## config.mk

```make
export PLATFORM = sky130hd
export DESIGN_NAME = sh7034_ibus_arb
export DESIGN_NICKNAME = d
export VERILOG_FILES = /design/src/rtl/sh7034_ibus_arb_pkg.sv /design/src/rtl/sh7034_ibus_lane.sv /design/src/rtl/sh7034_ibus_arb.sv
export SDC_FILE = /design/constraint.sdc
export NUM_CORES = 1
export LEC_CHECK = 0
export BUFFER_PORTS_ARGS = -buffer_cell sky130_fd_sc_hd__clkbuf_2
export CAP_MARGIN = 20
export CELL_PAD_IN_SITES_DETAIL_PLACEMENT = 0
export CELL_PAD_IN_SITES_GLOBAL_PLACEMENT = 2
export CORE_AREA = 2 2 160 162
export DETAILED_ROUTE_END_ITERATION = 7
export DIE_AREA = 0 0 162 164
export PLACE_DENSITY_LB_ADDON = 0.1
export SYNTH_ARGS = -nofsm -noshare
export SYNTH_HDL_FRONTEND = slang
export SYNTH_SLANG_ARGS = --single-unit
```

## constraint.sdc

```tcl
create_clock -name clk_i -period 4.65 [get_ports clk_i]
set_clock_uncertainty 0.15 [all_clocks]
set_input_delay 0 -clock clk_i [delete_from_list [all_inputs] [get_ports clk_i]]
set_output_delay 0 -clock clk_i [all_outputs]
set_load 0.05 [all_outputs]
```

## src/rtl/sh7034_ibus_arb_pkg.sv

```systemverilog
`default_nettype none
// ============================================================================
// Module      : sh7034_ibus_arb_pkg
// Description : Shared SH7034 internal-bus types: access sizes, arbiter
//               states, master IDs and the alignment rule.
// Revision    : 1.0  initial release
// ============================================================================
package sh7034_ibus_arb_pkg;

  // Access size as presented by a master on its SZ port
  typedef enum logic [1:0] {
    SZ_BYTE = 2'd0,
    SZ_WORD = 2'd1,
    SZ_LONG = 2'd2,
    SZ_RSVD = 2'd3
  } sz_e;

  // Arbiter / bus-cycle state
  typedef enum logic [1:0] {
    ST_IDLE = 2'd0,
    ST_ACC  = 2'd1,
    ST_DATA = 2'd2
  } state_e;

  // Bus master identifier
  typedef enum logic {
    MST_CPU = 1'b0,
    MST_DMA = 1'b1
  } mst_e;

  // True when the request may not reach the bus (reserved size or misaligned)
  function automatic logic misaligned(input logic [1:0] sz, input logic [1:0] a_lo);
    logic bad;
    case (sz)
      SZ_WORD: bad = a_lo[0];
      SZ_LONG: bad = (a_lo != 2'b00);
      SZ_RSVD: bad = 1'b1;
      default: bad = 1'b0;
    endcase
    return bad;
  endfunction

endpackage
`default_nettype wire

```

## src/rtl/sh7034_ibus_lane.sv

```systemverilog
`default_nettype none
// ============================================================================
// Module      : sh7034_ibus_lane
// Description : Big-endian byte-lane logic. Write mode replicates right-
//               justified data onto the lanes; read mode extracts the addressed
//               lane(s) into a right-justified, zero-extended word. Both modes
//               produce the lane-enable mask.
// Revision    : 1.0  initial release
// ============================================================================
module sh7034_ibus_lane
  import sh7034_ibus_arb_pkg::*;
#(
  parameter bit IS_READ = 1'b0
) (
  input  logic [1:0]  a_lo_i,
  input  logic [1:0]  sz_i,
  input  logic [31:0] data_i,
  output logic [3:0]  ba_o,
  output logic [31:0] data_o
);

  // Lane enables; BA[3] is the byte at offset 0
  always_comb begin
    case (sz_i)
      SZ_BYTE: ba_o = 4'b1000 >> a_lo_i;
      SZ_WORD: ba_o = a_lo_i[1] ? 4'b0011 : 4'b1100;
      SZ_LONG: ba_o = 4'b1111;
      default: ba_o = 4'b0000;
    endcase
  end

  if (IS_READ) begin : g_read
    logic [1:0] lane;
    // Pull the addressed lane(s) down to the low end, zero-fill the rest
    always_comb begin
      data_o = '0;
      lane   = 2'd3 - a_lo_i;
      case (sz_i)
        SZ_BYTE: data_o[7:0]  = data_i[{lane, 3'b000} +: 8];
        SZ_WORD: data_o[15:0] = a_lo_i[1] ? data_i[15:0] : data_i[31:16];
        SZ_LONG: data_o       = data_i;
        default: data_o       = '0;
      endcase
    end
  end else begin : g_write
    // Replicate so whichever lane is enabled carries the data
    always_comb begin
      case (sz_i)
        SZ_BYTE: data_o = {4{data_i[7:0]}};
        SZ_WORD: data_o = {2{data_i[15:0]}};
        SZ_LONG: data_o = data_i;
        default: data_o = '0;
      endcase
    end
  end

endmodule
`default_nettype wire

```

## src/rtl/sh7034_ibus_arb.sv

```systemverilog
`default_nettype none
// ============================================================================
// Module      : sh7034_ibus_arb
// Description : Two-master (CPU, DMA) internal-bus arbiter. Grants on the
//               rising phase, runs an ACC/DATA bus cycle, rejects misaligned
//               accesses with an error pulse and alternates under contention.
// Revision    : 1.0  initial release
// ============================================================================
module sh7034_ibus_arb
  import sh7034_ibus_arb_pkg::*;
#(
  parameter bit DMA_PRIO = 1'b1
) (
  input  logic        clk_i,
  input  logic        rst_i,
  input  logic        ce_r_i,
  input  logic        ce_f_i,
  input  logic [27:0] cpu_a_i,
  input  logic [31:0] cpu_di_i,
  input  logic [1:0]  cpu_sz_i,
  input  logic        cpu_we_i,
  input  logic        cpu_req_i,
  output logic [31:0] cpu_do_o,
  output logic        cpu_busy_o,
  output logic        cpu_err_o,
  input  logic [27:0] dma_a_i,
  input  logic [31:0] dma_di_i,
  input  logic [1:0]  dma_sz_i,
  input  logic        dma_we_i,
  input  logic        dma_req_i,
  output logic [31:0] dma_do_o,
  output logic        dma_busy_o,
  output logic        dma_err_o,
  output logic [27:0] ibus_a_o,
  output logic [31:0] ibus_do_o,
  output logic [3:0]  ibus_ba_o,
  output logic        ibus_we_o,
  output logic        ibus_req_o,
  input  logic [31:0] ibus_di_i,
  input  logic        ibus_busy_i,
  input  logic        ibus_act_i
);

  localparam mst_e PRIO_MST = DMA_PRIO ? MST_DMA : MST_CPU;

  state_e      state_q;
  mst_e        gnt_q, ptr_q, ptr_d, win;
  logic [1:0]  lat_lo_q, lat_sz_q;
  logic        act_q;
  logic        cpu_done_q, dma_done_q, cpu_err_q, dma_err_q;
  logic [31:0] cpu_do_q, dma_do_q;
  logic        ibus_req_q, ibus_we_q;
  logic [3:0]  ibus_ba_q;
  logic [27:0] ibus_a_q;
  logic [31:0] ibus_do_q;

  logic [27:0] sel_a;
  logic [31:0] sel_di;
  logic [1:0]  sel_sz;
  logic        sel_we, sel_bad, any_req;
  logic [3:0]  wr_ba, rd_ba_unused;
  logic [31:0] wr_data, rd_data;

  // Pick the winner: the fairness pointer decides only under contention
  always_comb begin
    any_req = cpu_req_i | dma_req_i;
    if (cpu_req_i && dma_req_i) begin
      win   = ptr_q;
      ptr_d = (ptr_q == MST_DMA) ? MST_CPU : MST_DMA;
    end else begin
      win   = dma_req_i ? MST_DMA : MST_CPU;
      ptr_d = PRIO_MST;
    end
    if (win == MST_DMA) begin
      sel_a  = dma_a_i;
      sel_di = dma_di_i;
      sel_sz = dma_sz_i;
      sel_we = dma_we_i;
    end else begin
      sel_a  = cpu_a_i;
      sel_di = cpu_di_i;
      sel_sz = cpu_sz_i;
      sel_we = cpu_we_i;
    end
    sel_bad = misaligned(sel_sz, sel_a[1:0]);
  end

  sh7034_ibus_lane #(.IS_READ(1'b0)) u_lane_wr (
    .a_lo_i (sel_a[1:0]),
    .sz_i   (sel_sz),
    .data_i (sel_di),
    .ba_o   (wr_ba),
    .data_o (wr_data)
  );

  sh7034_ibus_lane #(.IS_READ(1'b1)) u_lane_rd (
    .a_lo_i (lat_lo_q),
    .sz_i   (lat_sz_q),
    .data_i (ibus_di_i),
    .ba_o   (rd_ba_unused),
    .data_o (rd_data)
  );

  // Bus-cycle FSM with registered bus and master outputs
  always_ff @(posedge clk_i or posedge rst_i) begin
    if (rst_i) begin
      state_q    <= ST_IDLE;
      gnt_q      <= PRIO_MST;
      ptr_q      <= PRIO_MST;
      lat_lo_q   <= '0;
      lat_sz_q   <= '0;
      act_q      <= 1'b0;
      cpu_done_q <= 1'b0;
      dma_done_q <= 1'b0;
      cpu_err_q  <= 1'b0;
      dma_err_q  <= 1'b0;
      cpu_do_q   <= '0;
      dma_do_q   <= '0;
      ibus_req_q <= 1'b0;
      ibus_we_q  <= 1'b0;
      ibus_ba_q  <= '0;
      ibus_a_q   <= '0;
      ibus_do_q  <= '0;
    end else begin
      cpu_err_q <= 1'b0;
      dma_err_q <= 1'b0;
      if (ce_r_i) begin
        cpu_done_q <= 1'b0;
        dma_done_q <= 1'b0;
      end
      case (state_q)
        ST_IDLE: begin
          if (ce_r_i && any_req) begin
            ptr_q <= ptr_d;
            if (sel_bad) begin
              // Rejected before it reaches the bus: complete with an error now
              if (win == MST_DMA) begin
                dma_err_q  <= 1'b1;
                dma_do_q   <= '0;
                dma_done_q <= 1'b1;
              end else begin
                cpu_err_q  <= 1'b1;
                cpu_do_q   <= '0;
                cpu_done_q <= 1'b1;
              end
            end else begin
              state_q    <= ST_ACC;
              gnt_q      <= win;
              lat_lo_q   <= sel_a[1:0];
              lat_sz_q   <= sel_sz;
              ibus_req_q <= 1'b1;
              ibus_we_q  <= sel_we;
              ibus_a_q   <= {sel_a[27:2], 2'b00};
              ibus_ba_q  <= wr_ba;
              ibus_do_q  <= wr_data;
            end
          end
        end
        ST_ACC: begin
          if (ce_r_i && !ibus_busy_i) begin
            state_q    <= ST_DATA;
            act_q      <= ibus_act_i;
            ibus_req_q <= 1'b0;
            ibus_we_q  <= 1'b0;
            ibus_ba_q  <= '0;
          end
        end
        ST_DATA: begin
          if (ce_f_i) begin
            // A slave that did not decode the address yields a bus error
            state_q <= ST_IDLE;
            if (gnt_q == MST_DMA) begin
              dma_done_q <= 1'b1;
              dma_do_q   <= act_q ? rd_data : '0;
              dma_err_q  <= ~act_q;
            end else begin
              cpu_done_q <= 1'b1;
              cpu_do_q   <= act_q ? rd_data : '0;
              cpu_err_q  <= ~act_q;
            end
          end
        end
        default: state_q <= ST_IDLE;
      endcase
    end
  end

  assign cpu_busy_o = cpu_req_i & ~cpu_done_q;
  assign dma_busy_o = dma_req_i & ~dma_done_q;
  assign cpu_do_o   = cpu_do_q;
  assign dma_do_o   = dma_do_q;
  assign cpu_err_o  = cpu_err_q;
  assign dma_err_o  = dma_err_q;
  assign ibus_req_o = ibus_req_q;
  assign ibus_we_o  = ibus_we_q;
  assign ibus_ba_o  = ibus_ba_q;
  assign ibus_a_o   = ibus_a_q;
  assign ibus_do_o  = ibus_do_q;

endmodule
`default_nettype wire
```

==> results of run 1 <==
[power by group through the flow]
stage               Sequential (W)  Combinational, W  Clock, W
finish                     0.00199           0.00376   0.00141
detailed placement         0.00200           0.00323         0
CTS                        0.00199           0.00377   0.00146
global route               0.00205           0.00402   0.00152
floorplan                  0.00331           0.00103         0
global placement           0.00201           0.00322         0
[critical path, cell delays in order (launching register included)]
cell and delay [ns]:
dfstp_2 0.53, nand2b_1 0.35, nand2_2 0.55, buf_4 0.48
a221oi_1 0.24, dlygate4sd3_1 0.59, nor2_1 0.04, dlygate4sd3_1 0.55
mux2_1 0.29
[layer usage]
layer | vias to the layer above | routed length [um]
met5 | - | 0
met4 | 0 | 370
met3 | 19 | 1950
met2 | 250 | 12700
met1 | 3470 | 11900
li1 | 3455 | -
[path summary, 6_finish.rpt]
path | slack, ns | to | cells after the start
max | 0.76 | ibus_do_o[16] | 8
max reg2reg | 0.76 | ibus_do_o[16] | 8
min | 0.04 | lat_sz_q[0] | 3
min in group asynchronous | 0.43 | cpu_done_q | 4
max in group asynchronous | 2.66 | cpu_do_o[1] | 6
min reg2reg | 0.34 | cpu_do_o[0] | 1
[cell usage after synthesis, drive strengths merged, types with 16 or more instances]
| master | instances |
|---|---|
| o2bb2ai | 16 |
| a31oi | 37 |
| nor2 | 79 |
| clkbuf | 30 |
| a22o | 32 |
| nand2 | 101 |
| a41oi | 17 |
| a221oi | 16 |
| nand3 | 46 |
| buf | 27 |
| mux2 | 35 |
| mux2i | 18 |
| dfrtp | 139 |
[what timing repair did]
item                                   4_1_cts  5_1_grt
setup endpoints to repair                    0        0
endpoints found under the hold margin      236       11
hold buffers                               178        1
[through the flow]
step | util | cell area [um^2] | cells | hold slack, ns
after detailed placement | 0.350 | 8690 | 1280 | 0.0932
after floorplan | - | 6890 | 695 | -0.0661
after global routing | 0.448 | 11100 | 1492 | 0.0616
after global placement | 0.349 | 8660 | 1278 | 0.0898
after CTS | 0.446 | 11100 | 1490 | 0.0297
final | 0.448 | 11100 | 1492 | 0.0368
[final cells by class]
| class | instances | area (um^2) | area share |
|---|---|---|---|
| sequential | 141 | 3530 | 0.318 |
| timing repair buffer | 492 | 3440 | 0.310 |
| multi-input combinational | 482 | 3060 | 0.275 |
| clock buffer | 18 | 429 | 0.0386 |
| tap | 330 | 413 | 0.0372 |
| clock inverter | 14 | 173 | 0.0155 |
| inverter | 15 | 61.3 | 0.00552 |
[state kept, by name (all words and copies together), names as in the netlist, 2 cells and up]
signal     flops
state_q        2
ibus_ba_o      4
cpu_do_o      32
dma_do_o      32
ibus_a_o      26
lat_sz_q       2
lat_lo_q       2
ibus_do_o     32
[cell families (layout without fill, tap and decap cells)]
kind of cell             Yosys count  count (layout)  share of synthesized area
AND/OR/NAND/NOR                  248             248                      0.153
AO/OA/AOI/OAI                    175             175                      0.199
flip-flops                       141             141                      0.513
buffers and inverters             72             539                     0.0444
multiplexers                      53              53                     0.0834
adder cells (fa/ha/maj)            4               4                    0.00727
other                              1               2                   0.000545
==> run metrics, run 1 <==
fmax 0.257 GHz; CTS root buf clkbuf_16; HPWL after DPL approximately 19 mm; Synth Register Bits 141; Final #Nets roughly 1300; Vias between 7000 and 8000; die height ~160 um; initial antenna violation count 0; Worst Setup SP ptr_q; Syn-to-layout area delta 61.4%; vias in the first global route around 7400; Yosys top cell area share 0.505; GR peak layer met2; sequential power share 0.278; later-pin clock latency in the skew report around 0.42 ns; Leakage 5.31 nW; sequential area share after synthesis 0.513; DR WL/cell approximately 18 um; TNS Setup 0 ns; worst setup margin about 0.76 ns; Post-synth EDFFs 0; DRT Pass-1 Iters 4; sw power 0.00338 W; Via density around 4.8; Post-CTS Setup Inserts 0; Top Ports 300; CTS Sinks roughly 140; pwr/cell area 644 nW/um^2; fraction of layout cells with a size suffix above 1 0.330; area of the die 26600 um^2; Internal roughly 0.0038 W; RSZ-0062 raised after global routing no; Comb pwr share 0.525; Slew HR 0.469; sw frac 0.473; Period minus WS final 3.89 ns; grt ovf 0; Worst-path clk slew ~0.07 ns; synth warn 0; # Max-Cap Violations 0; WS Path Type reg -> reg; largest net degree at the start of global routing between 100 and 150; Overall Power 0.00716 W; hold path start cpu_sz_i[0]; 1st-iter DRT viols 437; Yosys cell types 45; post-CTS resize count 0; ant diodes 0; CTS tree built; Critical R2R Launch ptr_q; Final Hold Viols 0; Slew @ Worst Pin between 0.7 and 0.8 ns; total global-route track usage 0.205; Worst Setup End Kind register; CTS max path bufs 2; drc violations 0; Num CTS Buffers 17; met2 usage 0.337; Mapped Area a little under 7000 um^2; Max VDD drop 264 uV; I/O Buffers ~300; clock power share 0.198; FILL cells approximately 2500; critical path peak fanout 35; status complete, no violations; htree depth 4; GR Util met1 0.266; Place WS about 1.7 ns; leading cell type in the layout, fill and taps excluded clkbuf_2; first-pass GRT wire length around 42 mm; ANT nets after route 0; Mean Syn Cell Area approximately 9.9 um^2; fin. max-slew vios 0; total wire length roughly 27 mm; CORE AREA around 25000 um^2; Arr. time, crit path 4.05 ns; Startpoint Class register; GP Congestion ~0.79; Final Cycle Share 0.837; main flop type after synthesis dfrtp_1; die width approximately 160 um; Core Rows between 50 and 60; met3 Resource Use GR 0.0556; commonest non-fill, non-tap cells in the layout 297 x clkbuf_2, 179 x dlygate4sd3_1, 139 x dfrtp_1; Worst Path Required 4.81 ns; initial core utilization 0.277; worst hold-check path type in -> reg; Synth area leader dfrtp_1; synth top area cells dfrtp_1 51%, nand2_1 5.5%, nor2_1 4.3%; Final setup viols 0; asr flop ratio synth 1.00; Syn Inst Count about 700
(Power assumes the default switching activity.)
==> inputs of run 2 (changes only) <==
ABC_AREA = 1   (was not set)
CORE_AREA = 2 2 174 176   (was 2 2 160 162)
DIE_AREA = 0 0 176 178   (was 0 0 162 164)
clock period = 3.7 ns   (was 4.65 ns; I/O delays follow)
==> run 2 against run 1 <==
Area after synthesis up 10%. Count of clock-buffer cells in the layout fell by 1. Via count increased by 16%. Non-clock buffer count shrank 5. Final cell count grew 28%. Maximum frequency grew 12%. First-iteration DRC count rose by 1.6%. Flip-flop and latch count unchanged. Sequential share of layout area is 1.5 points lower. Clock power rose by 18%. Sequential power rose by 13%. Largest power group unchanged.
==> run metrics, run 2 <==
Startpoint Class register; Synth Register Bits 141; synth top area cells dfrtp_1 46%, nand2_1 29%, nand4_1 5.3%; Post-synth EDFFs 0; Slew HR 0.422; CTS root buf clkbuf_16; fraction of layout cells with a size suffix above 1 0.241; post-route cell area between 10000 and 15000 um^2; area of the die between 30000 and 40000 um^2; Vias ~8400; DRT Pass-1 Iters 4; TNS Setup 0 ns; largest net degree at the start of global routing around 140; fmax 0.288 GHz; Yosys cell types 31; Final #Nets between 1500 and 2000; Final setup viols 0; synth warn 0; Max VDD drop between 300 and 400 uV; Arr. time, crit path between 3 and 4 ns; Period minus WS final approximately 3.5 ns; vias in the first global route roughly 8600; total global-route track usage 0.192; Worst Setup End Kind register; GP Congestion around 0.77; Top Ports 300; 1st-iter DRT viols about 440; WS Path Type reg -> reg; Crit-path slowest cell dlygate4sd3_1; Syn Inst Count 1068; sequential area share after synthesis 0.465; most frequent CP cell nand2_1; first-pass GRT wire length about 47 mm; Core Rows 63; leading cell type in the layout, fill and taps excluded nand2_1; # Max-Cap Violations 0; delay-heaviest family, CP buffers and inverters; Final Cycle Share 0.940; DR WL/cell between 15 and 20 um; worst hold-check path type in -> reg; Worst Path Required slightly below 4 ns; status complete, no violations; Worst-path clk slew ~0.070 ns; grt ovf 0; asr flop ratio synth 1.00; Slew @ Worst Pin 0.867 ns; Leakage 6.64 nW; total wire length between 20 and 30 mm; CORE AREA 29400 um^2; Post-DP Area a little over 9000 um^2; Syn-to-layout area delta 53.6%; die height 178 um; CTS tree built; pwr/cell area approximately 650 nW/um^2; Synth area leader dfrtp_1; ANT nets after route 0; later-pin clock latency in the skew report between 0.4 and 0.5 ns; Via density roughly 4.4; FILL cells 3214; CTS Sinks 141; HPWL after DPL just over 20 mm; Post-synth top cells 590 x nand2_1, 139 x dfrtp_1, 64 x nand4_1; fin. max-slew vios 0; die width 176 um; htree depth 4; cell with the most instances after synthesis nand2_1; Yosys top cell area share 0.459; Mapped Area roughly 7600 um^2; Largest stage delay, worst path around 0.57 ns; Mean Syn Cell Area just over 7 um^2; initial core utilization 0.258; Overall Power about 0.0076 W; Final Hold Viols 0; critical path peak fanout 33; main flop type after synthesis dfrtp_1; RSZ-0062 raised after global routing no; crit path buf inv count 5; CTS max path bufs 2; drc violations 0; commonest non-fill, non-tap cells in the layout 590 x nand2_1, 297 x clkbuf_2, 177 x dlygate4sd3_1; Num CTS Buffers 17; ant diodes 0; crit-path cells inv_2 > nand2_2 > nand2_4 > nand2_1 > nand2_2 > inv_1 > nand2_1 > buf_4 > a21oi_1 > dlygate4sd3_1 > o21ai_1 > dlygate4sd3_1 > nand2_1; I/O Buffers just under 300; initial antenna violation count 1
run 2: layer usage:
layer | vias to the layer above | global-route usage | routed length, um | part of all wire
met5 | - | 0 | 11 | 0.00037
met4 | 2 | 0.0479 | 394 | 0.013
met3 | 25 | 0.0499 | 1910 | 0.065
met2 | 235 | 0.332 | 14500 | 0.49
met1 | 3836 | 0.238 | 12800 | 0.43
li1 | 4258 | - | - | -
run 2: cell type report:
type                       instances  area (um^2)  share of cell area
sequential                       141         3530               0.303
timing repair buffer             487         3380               0.290
tap                              390          488              0.0419
clock inverter                    15          133              0.0114
multi-input combinational        810         3490               0.300
clock buffer                      17          425              0.0365
inverter                          52          200              0.0172
run 2: repair_timing:
| action | in CTS | in global routing |
|---|---|---|
| resized for setup | 0 | 2 |
| endpoints found under the setup margin | 0 | 9 |
| hold endpoints to repair | 266 | 0 |
| hold buffers | 177 | 0 |
| buffers inserted | 0 | 0 |
run 2: worst paths after layout:
check,start,cells past startpoint,endpoint,slack (ns)
max reg2reg,ptr_q,13,ibus_do_o[8],0.22
min in group asynchronous,rst_i,4,dma_do_o[21],0.18
min,ibus_di_i[1],7,cpu_do_o[1],0.0005
max,ptr_q,13,ibus_do_o[8],0.22
max in group asynchronous,rst_i,4,cpu_err_o,2.59
min reg2reg,cpu_do_o[14],2,cpu_do_o[14],0.32
run 2: cell families (layout without fill, tap and decap cells):
| group | Yosys count | in the layout | synth area share |
|---|---|---|---|
| DFF | 141 | 141 | 0.465 |
| and+or+nand+nor | 730 | 730 | 0.399 |
| other | 1 | 2 | 0.000494 |
| adders and majority gates | 4 | 4 | 0.00660 |
| AOI/OAI and AO/OA | 73 | 73 | 0.0520 |
| muxes | 1 | 1 | 0.00148 |
| buffers and inverters | 118 | 571 | 0.0747 |
run 2: metrics by stage:
stage | setup WS [ns] | instances | hold WS, ns | util
final | 0.223 | 1912 | 0.000458 | 0.396
after global routing | 0.000845 | 1912 | 0.0321 | 0.396
after CTS | 0.0276 | 1912 | 0.000888 | 0.396
after detailed placement | 0.687 | 1703 | 0.0890 | 0.317
after global placement | 0.729 | 1703 | 0.0891 | 0.317
after floorplan | 1.79 | 1069 | -0.0382 | -
run 2: worst register-to-register path, cell delays in order, from the launching register on:
cell           delay, ns
dfstp_2             0.52
inv_2               0.04
nand2_2             0.10
nand2_4             0.25
nand2_1             0.16
nand2_2             0.12
inv_1               0.13
nand2_1             0.27
buf_4               0.30
a21oi_1             0.13
dlygate4sd3_1       0.57
o21ai_1             0.07
dlygate4sd3_1       0.56
nand2_1             0.06
run 2: power breakdown:
part           switching (W)  total (W)  leakage (nW)  internal (W)
combinational        0.00271    0.00366          4.51      0.000942
clock               0.000786    0.00166         0.262      0.000878
sequential          0.000294    0.00224          1.88       0.00195
==> inputs of run 3 (changes only) <==
CORE_AREA = 4 4 176 178   (was 2 2 174 176)
DIE_AREA = 0 0 180 182   (was 0 0 176 178)
==> run 3 against run 2 <==
Critical path depth unchanged. Power up 2.7%. Routed wire length grew 2.3%. Via count is 0.66% lower. Critical endpoint is now ibus_do_o[25].
==> run metrics, run 3 (synthesized netlist as in run 2, its figures left out) <==
status complete, no violations; Startpoint Class register; largest net degree at the start of global routing 71; Vias around 8300; CTS root buf clkbuf_16; Top Ports 300; first-pass GRT wire length between 40 and 50 mm; Core Rows 63; total wire length 30.3 mm; critical path peak fanout ~60; Worst Setup End Kind register; hold path cells 7; initial antenna violation count 3; die height roughly 180 um; I/O Buffers approximately 300; later-pin clock latency in the skew report about 0.42 ns; CTS Sinks 141; Overall Power 0.00777 W; worst hold-check path type in -> reg; WS Path Type reg -> reg; Final #Nets 1679; Via density between 4 and 5; htree depth 4; GP Congestion between 0.8 and 0.9; fmax between 0.2 and 0.3 GHz; Slew @ Worst Pin 0.935 ns; Num CTS Buffers 17; drc violations 0; pwr/cell area between 600 and 700 nW/um^2; DRT Pass-1 Iters 4; leading cell type in the layout, fill and taps excluded nand2_1; Leakage roughly 6.7 nW; FF-to-FF path depth 13; total global-route track usage 0.186; HPWL after DPL approximately 22 mm; fraction of layout cells with a size suffix above 1 0.241; vias in the first global route between 8000 and 9000; Worst-path clk slew 0.07 ns; Slew HR 0.375; TNS Setup 0 ns; Syn-to-layout area delta 54.4%; Post-CTS Setup Inserts 0; area of the die about 33000 um^2; ANT nets after route 0; CORE AREA about 29000 um^2; commonest non-fill, non-tap cells in the layout 589 x nand2_1, 297 x clkbuf_2, 176 x dlygate4sd3_1; fin. max-slew vios 0; Final Cycle Share 0.912; CTS max path bufs 2; Final setup viols 0; # Max-Cap Violations 0; Worst Path Required 3.91 ns; RSZ-0062 raised after global routing no; grt ovf 0; Arr. time, crit path approximately 3.6 ns; die width 180 um; Max VDD drop around 260 uV; Final Hold Viols 0; Placed Cells incl. Taps between 1500 and 2000; Period minus WS final ~3.4 ns; Finished Layout Cells roughly 1900; CTS tree built; DR WL/cell between 15 and 20 um; initial core utilization 0.258; 1st-iter DRT viols between 300 and 400
==> run 3: changes by cell type in the layout (fill, tap and decap cells not counted), sizes merged <==
cell	change
clkbuf	+2
clkinvlp	-2
diode	+2
inv	+1
buf	+1
dlygate4sd3	-1
clkinv	-4
bufinv	+3
==> run 3: power by group <==
part | leakage (nW) | switching (W) | internal [W]
clock network | 0.293 | 0.000760 | 0.00108
registers | 1.88 | 0.000303 | 0.00195
logic | 4.49 | 0.00273 | 0.000939
total | 6.65 | 0.00380 | 0.00397
==> run 3: what timing repair did <==
| item | CTS | global route |
|---|---|---|
| endpoints found under the hold margin | 155 | 0 |
| resized for setup | 0 | 2 |
| hold buffers | 176 | 0 |
| setup endpoints to repair | 0 | 13 |
==> run 3: per-stage QoR <==
step	utilization	setup slack [ns]	cell area (um^2)	hold slack [ns]
floorplan	-	1.79	7590	-0.0382
global placement	0.317	0.966	9330	0.0856
detailed placement	0.317	0.907	9330	0.0878
CTS	0.398	0.134	11700	0.00299
global route	0.398	0.0866	11700	0.0489
finish	0.398	0.326	11700	0.00817
==> run 3: cell type report <==
cell class	count	area [um^2]
diodes	2	5.00
clock inverters	13	180
multi-input cells	810	3490
flip-flops and latches	141	3530
well taps	390	488
repair buffers	487	3380
fillers	3196	17700
clock buffers	19	433
inverters	52	199
==> run 3: worst paths after layout <==
path / slack (ns) / startpoint / endpoint
worst max-delay path: 0.33 / ptr_q / ibus_do_o[25]
worst min-delay path: 0.008 / ibus_di_i[5] / cpu_do_o[5]
worst max register to register: 0.33 / ptr_q / ibus_do_o[25]
worst min register to register: 0.32 / dma_do_o[11] / dma_do_o[11]
max in group asynchronous: 2.25 / rst_i / dma_do_o[11]
min in group asynchronous: 0.16 / rst_i / cpu_do_o[22]
==> run 3: critical path, stage by stage, from the launching register on <==
cell	delay [ns]
dfstp_2	0.53
inv_2	0.04
nand2_2	0.09
nand2_4	0.20
inv_2	0.12
buf_6	0.36
nand2_1	0.10
nand2_1	0.08
dlygate4sd3_1	0.60
nand2_1	0.10
nand2_1	0.14
o21ai_1	0.07
dlygate4sd3_1	0.59
nand2_1	0.06
==> run 3: per-layer routing <==
layer  up-vias  wire length (um)  global-route usage
met2       229             14300               0.313
li1       4273                 -                   -
met4         2               351              0.0369
met5         -                 8                   0
met3        23              2140              0.0571
met1      3774             13500               0.238
